### config.mk
export PLATFORM = sky130hd
export DESIGN_NAME = core_system_controller
export DESIGN_NICKNAME = d
export VERILOG_FILES = /design/src/rtl/core_system_controller.sv
export SDC_FILE = /design/constraint.sdc
export NUM_CORES = 1
export LEC_CHECK = 0
export BUFFER_PORTS_ARGS = -buffer_cell sky130_fd_sc_hd__buf_2
export CAP_MARGIN = 20
export CORE_MARGIN = 1
export CORE_UTILIZATION = 44
export DETAILED_ROUTE_END_ITERATION = 12
export GPL_ROUTABILITY_DRIVEN = 1
export PLACE_DENSITY = 0.77
export SETUP_SLACK_MARGIN = 0.02
export SYNTH_ARGS = -nofsm -noshare
export SYNTH_HDL_FRONTEND = slang
export SYNTH_SLANG_ARGS = --single-unit
### constraint.sdc
create_clock -name i_clk -period 2.3 [get_ports i_clk]
set_input_delay 0 -clock i_clk [delete_from_list [all_inputs] [get_ports i_clk]]
set_output_delay 0 -clock i_clk [all_outputs]
set_load 0.02 [all_outputs]
### src/rtl/core_system_controller.sv
`default_nettype none
// core_system_controller: host command sequencer, core run/stop control and data-memory port owner.
// Revision 1.0 - initial release.
module core_system_controller #(
  parameter int ADDRESS_SIZE   = 10,
  parameter int DATA_SIZE      = 32,
  parameter int STABLE_CYCLES  = 4,
  parameter int MAX_RUN_CYCLES = 100000
) (
  input  logic                    i_clk,
  input  logic                    i_rst_n,
  input  logic                    i_host_valid,
  output logic                    o_host_ready,
  input  logic [1:0]              i_host_cmd,
  input  logic [ADDRESS_SIZE-1:0] i_host_address,
  input  logic [DATA_SIZE-1:0]    i_host_data,
  output logic [DATA_SIZE-1:0]    o_host_rdata,
  output logic                    o_host_rvalid,
  input  logic                    i_abort,
  output logic                    o_imem_write,
  output logic [ADDRESS_SIZE-1:0] o_imem_address,
  output logic [15:0]             o_imem_data,
  input  logic                    i_core_read,
  input  logic                    i_core_write,
  input  logic [ADDRESS_SIZE-1:0] i_core_address,
  input  logic [DATA_SIZE-1:0]    i_core_data,
  input  logic [ADDRESS_SIZE-1:0] i_core_program_counter,
  output logic                    o_dmem_read,
  output logic                    o_dmem_write,
  output logic [ADDRESS_SIZE-1:0] o_dmem_address,
  output logic [DATA_SIZE-1:0]    o_dmem_data,
  input  logic [DATA_SIZE-1:0]    i_dmem_data,
  output logic                    o_sys_start,
  output logic                    o_sys_stop,
  output logic                    o_busy,
  output logic                    o_done,
  output logic                    o_timeout,
  output logic [31:0]             o_cycle_count
);

  localparam logic [1:0] CMD_LOAD_INSTR = 2'b00;
  localparam logic [1:0] CMD_WRITE_DATA = 2'b01;
  localparam logic [1:0] CMD_READ_DATA  = 2'b10;

  localparam int                    STABLE_W     = $clog2(STABLE_CYCLES + 1);
  localparam logic [STABLE_W-1:0]   STABLE_LIMIT = STABLE_W'(STABLE_CYCLES);
  localparam logic [31:0]           RUN_LIMIT    = 32'(MAX_RUN_CYCLES);

  typedef enum logic [2:0] {
    ST_INIT       = 3'd0,
    ST_IDLE       = 3'd1,
    ST_WRITE      = 3'd2,
    ST_READ_ISSUE = 3'd3,
    ST_READ_WAIT  = 3'd4,
    ST_READ_RESP  = 3'd5,
    ST_RUNNING    = 3'd6,
    ST_STOPPING   = 3'd7
  } state_t;

  state_t                  state;
  logic [ADDRESS_SIZE-1:0] host_address_q;
  logic [DATA_SIZE-1:0]    host_data_q;
  logic                    ctl_dmem_read;
  logic                    ctl_dmem_write;
  logic [ADDRESS_SIZE-1:0] prev_pc;
  logic [STABLE_W-1:0]     stable_count;
  logic [STABLE_W-1:0]     next_stable;
  logic [31:0]             next_count;
  logic                    core_owns;

  assign core_owns    = (state == ST_RUNNING) || (state == ST_STOPPING);
  assign o_busy       = core_owns;
  assign o_host_ready = (state == ST_IDLE);

  assign o_imem_address = host_address_q;
  assign o_imem_data    = host_data_q[15:0];

  // The core owns the data-memory port for the whole run, including the stop cycle.
  assign o_dmem_read    = core_owns ? i_core_read    : ctl_dmem_read;
  assign o_dmem_write   = core_owns ? i_core_write   : ctl_dmem_write;
  assign o_dmem_address = core_owns ? i_core_address : host_address_q;
  assign o_dmem_data    = core_owns ? i_core_data    : host_data_q;

  assign next_count  = (o_cycle_count == '1) ? o_cycle_count : o_cycle_count + 32'd1;
  assign next_stable = (i_core_program_counter != prev_pc) ? '0 :
                       (stable_count == STABLE_LIMIT)      ? stable_count :
                                                             stable_count + STABLE_W'(1);

  always_ff @(posedge i_clk or negedge i_rst_n) begin
    if (!i_rst_n) begin
      state          <= ST_INIT;
      host_address_q <= '0;
      host_data_q    <= '0;
      ctl_dmem_read  <= 1'b0;
      ctl_dmem_write <= 1'b0;
      prev_pc        <= '0;
      stable_count   <= '0;
      o_host_rdata   <= '0;
      o_host_rvalid  <= 1'b0;
      o_imem_write   <= 1'b0;
      o_sys_start    <= 1'b0;
      o_sys_stop     <= 1'b1;
      o_done         <= 1'b0;
      o_timeout      <= 1'b0;
      o_cycle_count  <= '0;
    end else begin
      o_imem_write   <= 1'b0;
      ctl_dmem_read  <= 1'b0;
      ctl_dmem_write <= 1'b0;
      o_host_rvalid  <= 1'b0;
      o_sys_start    <= 1'b0;
      o_sys_stop     <= 1'b0;
      o_done         <= 1'b0;
      case (state)
        ST_INIT: state <= ST_IDLE;
        ST_IDLE: begin
          if (i_host_valid) begin
            host_address_q <= i_host_address;
            host_data_q    <= i_host_data;
            case (i_host_cmd)
              CMD_LOAD_INSTR: begin
                state        <= ST_WRITE;
                o_imem_write <= 1'b1;
              end
              CMD_WRITE_DATA: begin
                state          <= ST_WRITE;
                ctl_dmem_write <= 1'b1;
              end
              CMD_READ_DATA: begin
                state         <= ST_READ_ISSUE;
                ctl_dmem_read <= 1'b1;
              end
              default: begin
                state         <= ST_RUNNING;
                o_sys_start   <= 1'b1;
                o_cycle_count <= '0;
                o_timeout     <= 1'b0;
                stable_count  <= '0;
                prev_pc       <= i_core_program_counter;
              end
            endcase
          end
        end
        ST_WRITE:      state <= ST_IDLE;
        ST_READ_ISSUE: state <= ST_READ_WAIT;
        ST_READ_WAIT: begin
          o_host_rdata  <= i_dmem_data;
          o_host_rvalid <= 1'b1;
          state         <= ST_READ_RESP;
        end
        ST_READ_RESP:  state <= ST_IDLE;
        ST_RUNNING: begin
          o_cycle_count <= next_count;
          stable_count  <= next_stable;
          prev_pc       <= i_core_program_counter;
          // Abort and watchdog both end the run as a timeout; a settled PC is a clean finish.
          if (i_abort || (next_count >= RUN_LIMIT)) begin
            o_timeout  <= 1'b1;
            o_sys_stop <= 1'b1;
            state      <= ST_STOPPING;
          end else if (next_stable >= STABLE_LIMIT) begin
            o_sys_stop <= 1'b1;
            state      <= ST_STOPPING;
          end
        end
        ST_STOPPING: begin
          o_done <= 1'b1;
          state  <= ST_IDLE;
        end
        default: state <= ST_IDLE;
      endcase
    end
  end

endmodule
`default_nettype wire
Word-level counts from Yosys, hierarchy flattened
Index checks and enable logic that the tools add are counted.
{"block": "totals", "word_cells": 89, "reg_bits": 130, "input_bits": 134}
{"block": "op_classes", "n_addsub": 2, "mux": 42, "reduce_logical": 12, "magnitude_cmp": 2, "n_eq_ne": 16}
{"operator": "$mux 32", "n": 4}
{"operator": "$pmux 32 s2", "n": 1}
{"operator": "$add 32x1->32 const B", "n": 1}
{"operator": "$eq 32x32->1 const B", "n": 1}
{"operator": "$ge 32x17->1 const B", "n": 1}
{"operator": "$mux 10", "n": 3}
{"operator": "$mux 1", "n": 22}
{"operator": "$mux 3", "n": 7}
{"operator": "$pmux 10 s2", "n": 1}
{"operator": "$eq 3x3->1 const B", "n": 5}
{"operator": "$pmux 3 s5", "n": 1}
{"operator": "$pmux 3 s2", "n": 2}
{"operator": "$ne 10x10->1", "n": 1}
{"operator": "$eq 3x2->1 const B", "n": 2}
{"operator": "$ne 2x2->1 const B", "n": 2}
{"operator": "$reduce_and 2->1", "n": 2}
{"operator": "$reduce_and 4->1", "n": 1}
{"operator": "$reduce_or 4->1", "n": 1}
{"operator": "$add 3x1->3 const B", "n": 1}
{"operator": "$eq 3x1->1 const B", "n": 1}
{"operator": "$ge 3x3->1 const B", "n": 1}
{"operator": "$logic_not 3->1", "n": 1}
{"operator": "$ne 3x1->1 const B", "n": 1}
{"operator": "$reduce_and 3->1", "n": 1}
{"operator": "other kinds (9)", "n": 10}

Logic depth before layout (Yosys ltp)
{"block": "logic_depth", "word_depth": 7, "depth_mapped": 11, "mapped_depth_nobuf": 9}

Least setup slack after synthesis
OpenSTA, ideal clock, no wires.
{"block": "synth_timing", "path_kind": "reg2reg", "startpoint": "register o_cycle_count[20]", "endpoint": "register state[0]", "synth_period_minus_slack_ps": 2618, "setup_time_ps": 137, "t_arrival_ps": 2481, "path_stages_with_launch": 12, "setup_slack_ps": -318, "cell_sequence": "dfrtp_1 buf_2 nand3_2 or2_1 buf_2 o41ai_4 buf_4 nor4_1 a41oi_1 nand3_1 a311oi_2 a21oi_1"}
{"block": "synth_between", "elab_chain_cells": 6, "word_cells_on_any_way": 9, "classes_between": "add/sub: 1; order compare: 1; eq/ne: 2; mux: 3; reduce/logical: 2"}
{"element": "start: declaration", "line": "38", "source": "output logic [31:0] o_cycle_count"}
{"element": "start signal: assignment", "line": "153", "source": "o_cycle_count <= next_count;"}
{"element": "$add 32x1->32 / $eq 32x32->1 (equally long branches)", "line": "84", "source": "assign next_count = (o_cycle_count == '1) ? o_cycle_count : o_cycle_count + 32'd1;"}
{"element": "$mux 32 *", "line": "84"}
{"element": "$ge 32x17->1 *", "line": "157", "source": "if (i_abort || (next_count >= RUN_LIMIT)) begin"}
{"element": "$logic_or 1x1->1 *", "line": "157"}
{"element": "$mux 3 / $ne 3x1->1 (equally long branches)"}
{"element": "$pmux 3 s5 / $reduce_and 2->1 (equally long branches)"}
{"element": "end signal: assignment", "line": "115", "source": "ST_INIT: state <= ST_IDLE;"}
{"element": "end signal: assignment", "line": "160", "source": "state <= ST_STOPPING;"}
{"element": "end signal: assignment", "line": "163", "source": "state <= ST_STOPPING;"}
{"element": "end: declaration", "line": "60", "source": "state_t state;"}
Every way passes the cells marked *; elsewhere a longest branch is shown, timed or not.
A chain may end at the register's enable or synchronous reset.

Worst setup path in the final report
{"block": "layout_timing", "startpoint": "register o_cycle_count[21]", "endpoint": "register state[0]"}
The elaborated chain is that of the path after synthesis.

==> results.txt <==
Worst-case setup margin in the final layout - -0.120 ns
Most used flip-flop cell after synthesis - sky130_fd_sc_hd__dfrtp_1
Kind of end point of the critical path - register
Synthesis Warnings - 0
Endpoint arrival time on the critical path - 2.70 ns
Overflow left after global routing - 0
Total global routing track utilization - 29.9%
Fin Hold WS - 0.0759 ns
Post-route minimum period - 2.42 ns
Final number of setup-violating endpoints - 3
Vias post-DR - 7493
Post-synth cell types - 57
Relative slew slack - 65.8%
Flip-flop and latch count after synthesis - 130
Row Count - 45
Post-synthesis instance area - 6880 um2
Async SR Flop Fraction - 100%
Pin count of the biggest net entering global routing - 64
Fraction of the yosys area taken by sequential cells - 47.3%
Reg-to-reg critical path startpoint - o_cycle_count[21]
Number of synthesized flops with an enable pin - 0
Via-per-instance ratio - 5.49
Later-pin clock latency in the skew report - 0.41 ns
I/O pins - 276
Die Outline Area - 16100 um2
Vias in the first global route - 7189
WL final - 24.3 mm
Overall die height - 127 um
Category of the worst setup path launch point - register
Worst IR drop on VDD - 0.000638 V
Clock tree from TritonCTS - done
Lkg Pwr - 5.41 nW
Fraction of layout cells with a size suffix above 1 - 47.2%
Number of clock sinks - 130
Global-route wire length before repair - 37.3 mm
Clock-pin slew reported for the worst setup and hold paths after clock tree synthesis - 0.06 ns
Maximum achievable frequency - 413 MHz
Accumulated negative setup slack - -0.210 ns
Total power per unit cell area - 1050 nW/um2
Reg2Reg Setup Slack - -0.12 ns
Number of cell instances on the worst register-to-register path - 9
Clock buffer count from CTS - 17
Unrepaired setup endpoints after global routing - true
Max-slew violation count - 0
Routed wire length per instance - 17.8 um
Synthesized Nets - 868
R2R Path End - state[0]
Initial cell density of the core - 45.3%
Layout Nets - 1302
Post-detail-place hpwl - 15.8 mm
Result of the run - finished, violations left
Number of antenna violations at the first check in global routing - 1
Master cell of the clock root buffer - sky130_fd_sc_hd__clkbuf_16
Clock tree buffer depth - 2
Number of DRC violations after detailed-routing iteration 0 - 606
Measured slew at the worst slew-check pin - 0.513 ns
Weighted congestion reported at the end of routability-driven placement - 0.960
Buffers added on ports - 275
Kind of critical path - register to register
Relative area change from synthesis to final layout - 56.5%
Final-report hold violation count - 0
Syn avg cell area - 9.41 um2
CP required - 2.58 ns
Violations in the final reports - negative setup slack
Leading area contributor after synthesis - sky130_fd_sc_hd__dfrtp_1
Number of fill cells in the layout - 1102
Count of mapped cells out of synthesis - 731
Total iterations of the first detailed-routing run - 5
Routed Antenna Nets - 0
DRC violation count after routing - 0
Most area-consuming cells after synthesis - sky130_fd_sc_hd__dfrtp_1, sky130_fd_sc_hd__mux2_2, sky130_fd_sc_hd__nand2_1, sky130_fd_sc_hd__o21ai_0, sky130_fd_sc_hd__buf_4
Fraction of post-synthesis cell area in the top cell type by area - 46.9%
Hold WC Path Type - input pin to async pin
Final setup skew - 0.00799 ns
Core ar. - 15200 um2
Share of the clock period used by the worst path after layout - 105%
H-tree depth - 4
Max-capacitance violation count - 0
Die span in x - 127 um
Max FO, Critical Path - 5
-- placed cells by master, fill, tap and decap left out, types with 18 or more instances in the layout --
master                          Yosys  layout
sky130_fd_sc_hd__buf_4             18     102
sky130_fd_sc_hd__nand4_1           18      18
sky130_fd_sc_hd__buf_2              7     274
sky130_fd_sc_hd__nand2_1          189     188
sky130_fd_sc_hd__dfrtp_2            0      26
sky130_fd_sc_hd__o21ai_0           49      47
sky130_fd_sc_hd__nor2_1            35      32
sky130_fd_sc_hd__dfrtp_1          129     103
sky130_fd_sc_hd__a21oi_1           18      18
sky130_fd_sc_hd__dlygate4sd3_1      0      89
sky130_fd_sc_hd__nand3_1           19      18
sky130_fd_sc_hd__mux2_2            76      76
-- power by group --
part           total, mW  internal, mW  switching, mW
clock network       2.77          1.73           1.04
registers           3.62          3.09          0.530
logic               4.95          1.94           3.02
-- cells by family after synthesis --
logic type / share of synthesized area (%)
xor gates and xnor gates: 1.66
buffers and inverters: 4.87
adders and majority gates: 0.546
muxes: 13.0
DFF: 47.3
and+or+nand+nor: 21.6
AOI/OAI and AO/OA: 11.0
-- worst max-delay path: stages, from the launching register on --
cell	delay (ns)
sky130_fd_sc_hd__dfrtp_2	0.39
sky130_fd_sc_hd__buf_6	0.12
sky130_fd_sc_hd__nand4_1	0.24
sky130_fd_sc_hd__nor4_2	0.32
sky130_fd_sc_hd__or3b_4	0.17
sky130_fd_sc_hd__mux2i_1	0.10
sky130_fd_sc_hd__a2111oi_4	0.32
sky130_fd_sc_hd__nand4_1	0.20
sky130_fd_sc_hd__a311oi_2	0.32
sky130_fd_sc_hd__a21oi_1	0.10
-- metrics by stage --
stage	std cells	worst slack [ns]	power [mW]	instance area [um2]	util, %
finish	1366	-0.120	11.3	10800	70.8
global route	1366	-0.239	11.9	10800	70.8
global placement	1233	-0.190	8.20	9030	59.4
CTS	1356	-0.0384	11.2	10600	70.0
floorplan	731	-0.139	6.76	7000	-
detailed placement	1233	-0.219	8.31	9030	59.4
-- synth_stat cells, types with 9 or more instances --
cell type                    n
sky130_fd_sc_hd__a21oi_1    18
sky130_fd_sc_hd__o21ai_0    49
sky130_fd_sc_hd__dfrtp_1   129
sky130_fd_sc_hd__buf_4      18
sky130_fd_sc_hd__nand3_1    19
sky130_fd_sc_hd__nor2_1     35
sky130_fd_sc_hd__mux2_2     76
sky130_fd_sc_hd__nor3_1     12
sky130_fd_sc_hd__nand4_1    18
sky130_fd_sc_hd__xor2_1      9
sky130_fd_sc_hd__clkbuf_1   31
sky130_fd_sc_hd__inv_1      10
sky130_fd_sc_hd__nand2_1   189
sky130_fd_sc_hd__a31oi_1    12
-- worst max-delay path by stage --
stage	from	slack, ns	end
final	o_cycle_count[21]	-0.12	state[0]
after floorplan	o_cycle_count[11]	-0.14	state[0]
after global placement	o_cycle_count[0]	-0.19	state[0]
after global routing	o_cycle_count[19]	-0.24	state[0]
after detailed placement	o_cycle_count[0]	-0.22	state[0]
after CTS	o_cycle_count[13]	-0.04	state[0]
-- sequential cells by signal (all words and copies together) (netlist names) --
name	cells
ctl_dmem_write	1
stable_count	3
o_done	1
o_sys_start	1
host_data_q	32
ctl_dmem_read	1
o_timeout	1
o_imem_write	1
o_cycle_count	32
o_imem_address	10
o_host_rvalid	1
state	3
o_sys_stop	1
prev_pc	10
o_host_rdata	32
-- layout make-up --
class                      instances  area, um2  share of cell area, %
multi-input combinational        534       3480                   32.3
clock buffer                      19        443                   4.11
tap                              188        235                   2.18
timing repair buffer             472       3120                   29.0
inverter                          10       37.5                  0.349
antenna                            1       2.50                 0.0232
clock inverter                    12        156                   1.45
sequential                       130       3290                   30.5
-- layer usage --
| layer | up-vias | track usage, % | routed length [um] |
|---|---|---|---|
| met5 | - | 0 | 0 |
| met4 | 0 | 15.4 | 1040 |
| met3 | 73 | 5.86 | 1720 |
| met2 | 408 | 50.0 | 11800 |
| met1 | 3606 | 36.9 | 9730 |
| li1 | 3406 | - | - |
-- timing repair --
action	in CTS	in global routing
gates resized for setup	19	14
setup buffers	3	9
setup endpoints to repair	4	6
gates cloned	0	0
hold buffers	89	0
endpoints found under the hold margin	220	0
pin swaps	8	8
Power figures use the tool's default switching activity.
